$ cat src/rtl/shift_pkg.sv
// Shared definitions for the iterative shifter: operation and state
// encodings, datapath width, and the shift-count load rule.
package shift_pkg;

   localparam int unsigned SH_WIDTH = 32;
   localparam int unsigned SH_MAX   = 32;

   typedef enum logic [1:0] {
      SH_SLL = 2'b00,
      SH_SRL = 2'b01,
      SH_SRA = 2'b10,
      SH_ROR = 2'b11
   } op_t;

   typedef enum logic [1:0] {
      ST_IDLE  = 2'b00,
      ST_SHIFT = 2'b01,
      ST_DONE  = 2'b10
   } state_t;

   // Number of one-bit steps for a request. Logical/arithmetic shifts
   // saturate at the word width (anything past 32 gives the same result);
   // rotates are periodic in the width, so only the low five bits matter.
   function automatic logic [5:0] load_count(input op_t op, input logic [5:0] shamt);
      logic [5:0] n;
      n = '0;
      if (op == SH_ROR)
         n = {1'b0, shamt[4:0]};
      else if (shamt > 6'(SH_MAX))
         n = 6'(SH_MAX);
      else
         n = shamt;
      return n;
   endfunction

endpackage

$ cat src/rtl/shift_step.sv
// One-bit shift/rotate step, purely combinational.
// Ports:
//   value    in  WIDTH  current register contents
//   op       in  2      operation (SLL/SRL/SRA/ROR)
//   next_val out WIDTH  value after a single-position step
module shift_step
   import shift_pkg::*;
#(
   parameter int unsigned WIDTH = SH_WIDTH
) (
   input  logic [WIDTH-1:0] value,
   input  op_t              op,
   output logic [WIDTH-1:0] next_val
);

   always_comb begin
      next_val = value;
      case (op)
         SH_SLL:  next_val = {value[WIDTH-2:0], 1'b0};
         SH_SRL:  next_val = {1'b0, value[WIDTH-1:1]};
         SH_SRA:  next_val = {value[WIDTH-1], value[WIDTH-1:1]};
         SH_ROR:  next_val = {value[0], value[WIDTH-1:1]};
         default: next_val = value;
      endcase
   end

endmodule

$ cat src/rtl/shift_unit.sv
// Iterative 32-bit shifter for the multicycle datapath. Shifts one bit per
// clock and pulses done for one cycle when the result is final.
// Ports:
//   clk      in  1      rising-edge clock
//   reset    in  1      asynchronous, active-low reset
//   start    in  1      request pulse, sampled only while idle
//   op       in  2      00 SLL, 01 SRL, 10 SRA, 11 ROR
//   shamt    in  6      shift amount from the shift-amount mux
//   data_in  in  WIDTH  operand captured on an accepted start
//   data_out out WIDTH  shift register contents
//   busy     out 1      high while shifting and during the done cycle
//   done     out 1      one-cycle completion pulse
module shift_unit
   import shift_pkg::*;
#(
   parameter int unsigned WIDTH = SH_WIDTH
) (
   input  logic             clk,
   input  logic             reset,
   input  logic             start,
   input  logic [1:0]       op,
   input  logic [5:0]       shamt,
   input  logic [WIDTH-1:0] data_in,
   output logic [WIDTH-1:0] data_out,
   output logic             busy,
   output logic             done
);

   state_t           state;
   op_t              op_q;
   logic [5:0]       count;
   logic [WIDTH-1:0] sreg;
   logic [WIDTH-1:0] step_val;
   logic [5:0]       load_n;

   assign load_n = load_count(op_t'(op), shamt);

   shift_step #(
      .WIDTH (WIDTH)
   ) u_step (
      .value    (sreg),
      .op       (op_q),
      .next_val (step_val)
   );

   always_ff @(posedge clk or negedge reset) begin
      if (!reset) begin
         state <= ST_IDLE;
         op_q  <= SH_SLL;
         count <= '0;
         sreg  <= '0;
      end else begin
         case (state)
            ST_IDLE: begin
               if (start) begin
                  sreg  <= data_in;
                  op_q  <= op_t'(op);
                  count <= load_n;
                  state <= (load_n == 6'd0) ? ST_DONE : ST_SHIFT;
               end
            end
            ST_SHIFT: begin
               sreg  <= step_val;
               count <= count - 6'd1;
               if (count == 6'd1)
                  state <= ST_DONE;
            end
            ST_DONE: state <= ST_IDLE;
            default: state <= ST_IDLE;
         endcase
      end
   end

   // Outputs decode the state register directly, so no input reaches them
   // combinationally.
   assign data_out = sreg;
   assign busy     = (state != ST_IDLE);
   assign done     = (state == ST_DONE);

endmodule

$ cat config.mk
export PLATFORM = sky130hd
export DESIGN_NAME = shift_unit
export DESIGN_NICKNAME = d
export VERILOG_FILES = /design/src/rtl/shift_pkg.sv /design/src/rtl/shift_step.sv /design/src/rtl/shift_unit.sv
export SDC_FILE = /design/constraint.sdc
export NUM_CORES = 1
export LEC_CHECK = 0
export CAP_MARGIN = 10
export CORE_UTILIZATION = 47
export DETAILED_ROUTE_END_ITERATION = 8
export GPL_ROUTABILITY_DRIVEN = 0
export PLACE_DENSITY = 0.91
export SYNTH_ARGS = -nofsm -noshare
export SYNTH_HDL_FRONTEND = slang
export SYNTH_SLANG_ARGS = --single-unit
$ cat constraint.sdc
create_clock -name clk -period 1.55 [get_ports clk]
set_input_delay 0.3875 -clock clk [delete_from_list [all_inputs] [get_ports clk]]
set_output_delay 0.3875 -clock clk [all_outputs]
set_load 0.03 [all_outputs]
==> results.env <==
OUTCOME='complete, no violations'
FINAL.MIN_CLOCK_PERIOD_PS=1540
SYNTH.AVG_CELL_AREA_SQ_UM=12.0
ANTENNA_CELLS_INSERTED=0
IR_DROP_mV=1.01
GRT_OVERFLOW_TOTAL=0
GRT_START_MAX_NET_PINS=43
SYNTH_SEQ_CELLS=42
RATIO_OF_CELLS_WITH_DRIVE_ABOVE_1_IN_THE_FINAL_LAYOUT_PCT=22.4
FF_LATCH_AREA_SQ_UM=1050
NUMBER_OF_BUFFERS_INSERTED_DURING_CLOCK_TREE_SYNTHESIS=5
WORST_EP_REQUIRED_PS=1720
POST_SYNTH_MAIN_AREA_CONTRIBUTORS='dfrtp_1 (42%), mux2i_1 (37%), buf_6 (1.8%)'
LAYOUT.CELLS.MOST_COMMON='mux2i_1'
SYNTH_TOP_CELL_AREA_SHARE_PCT=42.5
GROUTE.USAGE.OVERALL_PCT=23.4
CLOCK_TREE.ROOT_CELL='clkbuf_8'
CPPEAKSTAGEDELAY_PS=400
WORSTSETUPENDPOINTTYPE='register'
WORST_SETUP_PATH_START_KIND='register'
INITIAL_UTILIZATION_PCT=48.7
PORT_BUFFERS=76
CRIT_FAMILY='buffers and inverters'
H_TREE_LEVEL_COUNT=2
CLK_PATH_BUF_DEPTH=2
WL_MET1_MICRONS=2860
POWER.DENSITY_nW_PER_UM2=1980
N_FILL_CELL=371
FINAL_MAX_SLEW_VIOL_COUNT=0
WORST_HOLD_SLACK_PS=49.0
INITIAL_ANTENNA_VIOLATION_COUNT=0
MET2_LENGTH_MICRONS=3290
FIRST_PASS_ITERS=4
DRC=0
SYNTH.YOSYS.SEQ_AREA_SHARE_PCT=42.5
FINALCRITPERIODSHARE_PCT=99.6
MULTI_INPUT_AREA_SQ_UM=1350
VIAS_PER_CELL=5.37
VIAS_AFTER_DETAILED_ROUTING=2128
DRT-WIRELENGTH-PER-CELL_MICRONS=16.3
CRITICALPATHCATEGORY='reg -> reg'
CTS_TREE='done'
DPL.HPWL_MICRONS=4510
WORSTPATHBUFFERINVERTERCOUNT=3
FLOORPLAN.ROWS=26
MAXCAPVIOLCOUNT=0
CELL_ACCOUNTING_FOR_THE_MOST_SYNTHESIZED_AREA='dfrtp_1'
POST_CTS_CLOCK_SLEW_AT_THE_LAUNCH_AND_CAPTURE_REGISTERS_OF_THE_WORST_SETUP_AND_HOLD_PATHS_PS=80
SYNTHESIS.INSTANCES=206
SETUP_VIOLATIONS=0
POSTLAYOUTCOREUTIL_PCT=74.5
TOTALNEGATIVESETUPSLACK_PS=0
ANTENNA_VIOLATING_NETS_POST_ROUTE=0
PIN_COUNT=77
SETUP_WS_PS=5.89
TIMING.CRITICAL_PATH.CELLS='buf_6 -> nor3b_4 -> buf_6 -> buf_12 -> mux2i_1 -> mux2i_1'
SHARE_OF_FLIP_FLOPS_WITH_AN_ASYNCHRONOUS_SET_OR_RESET_PCT=100
NUMBER_OF_GLOBAL_ROUTE_VIAS_BEFORE_REPAIR=2107
CORE_AREA_SQ_UM=5070
DIE_H_MICRONS=74.5
TOP_SIGNAL_LAYER_USED='met4'
LAYOUT.NETS=370
LEAKAGE_nW=1.86
DRTITER0DRC=93
MAX_TRANSITION_MARGIN_PCT=77.5
AREA_DELTA_SYNTH_FINAL_PCT=52.8
INSERTION_DELAY_PS=290
GLOBAL_ROUTE_WIRE_LENGTH_BEFORE_REPAIR_MICRONS=9790
CHIPWIDTH_MICRONS=74.5
FINAL.SETUP_SKEW_PS=3.97
HOLD_VIOLATIONS=0
WORSTPATHARRIVAL_PS=1710
SYNTHFLOPTYPE='dfrtp_1'
DIE_AREA_SQ_UM=5560
TIGHTESTPINTRANSITION_PS=339
PLACEMENT.CELL_AREA_SQ_UM=3610
SYNTHESIS.YOSYS.WARNINGS=0
FINAL_CELL_MIX='mux2i_1 (88), dfrtp_1 (42), clkdlybuf4s50_1 (40)'
HP-CLASS='in -> async'
CRIT_PATH_TOP_DELAY_CELL='dfrtp_1'
SYNTHDISTINCTLIBCELLS=37
SYN-CELL-AREA_SQ_UM=2470
SYNTH_ENABLE_FLOP_CELLS=0
POST-ROUTE-CELL-AREA_SQ_UM=3780
CTS.SINK_COUNT=42
DP_SLACK_PS=-411
ROUTE.FINAL.WIRE_LENGTH_MICRONS=6450
WL_MET3_MICRONS=202
CLOCK.FMAX_GHz=0.648
CRITICAL_PATH.MAX_FANOUT=9
RSZ0062_AT_GRT='yes'
SYNTH_FP_NETS=251
## worst paths after layout
| path | to | slack (ps) | cells past startpoint | start |
|---|---|---|---|---|
| max | data_out[25] | 6 | 6 | state[0] |
| min | data_out[7] | 50 | 2 | reset |
| max reg2reg | data_out[25] | 6 | 6 | state[0] |
| min reg2reg | count[2] | 590 | 2 | count[2] |
| max in group asynchronous | data_out[6] | 1280 | 2 | reset |
| min in group clk | count[2] | 590 | 2 | count[2] |
## kinds of logic after synthesis
family	after synthesis	share of synthesized area, %
compound gates	22	6.78
fa+ha+maj	2	1.01
buf+inv	17	4.55
flops	42	42.5
mux	91	36.8
simple gates	32	8.35
## through the flow
stage          instances  power [mW]
6_report             396        7.47
5_1_grt              396        7.93
4_1_cts              391        7.40
3_5_place_dp         380        6.81
3_3_place_gp         380        6.65
2_1_floorplan        206        4.89
## report_power, final
group	internal (mW)	total (mW)	switching [mW]
Combinational	2.29	4.77	2.48
Clock	0.360	0.723	0.364
Sequential	1.60	1.98	0.382
Total	4.25	7.47	3.22
## sequential cells by signal, indices dropped and copies added, names as in the netlist
| register | cells |
|---|---|
| count | 6 |
| data_out | 32 |
| op_q | 2 |
| state | 2 |
## layout make-up
cell class / count / area share (%)
Clock buffer: 7 / 2.28
Clock inverter: 1 / 0.132
Inverter: 4 / 0.397
Multi-Input combinational cell: 147 / 35.8
Sequential cell: 42 / 27.8
Tap cell: 70 / 2.32
Timing Repair Buffer: 125 / 31.2
## cells in the mapped netlist (all sizes together), types with 2 or more instances
cell type	number
mux2i	91
dfrtp	42
buf	13
nor2	6
a211oi	4
inv	4
nand2	4
nand2b	4
nor3	4
o21ai	3
a21oi	2
a221o	2
a22o	2
and3b	2
ha	2
nand3	2
o311ai	2
## metal layers
layer,GRT usage [%],vias to the layer above
li1,-,1010
met1,29.5,1057
met2,40.2,51
met3,3.66,10
met4,8.81,0
met5,0,-
## repair_timing
action / 4_1_cts / 5_1_grt
pin swaps: 0 / 1
cloned: 1 / 2
resized for setup: 37 / 15
endpoints found under the setup margin: 71 / 31
hold buffers: 0 / 0
buffers inserted: 2 / 4
Power figures use the tool's default switching activity.
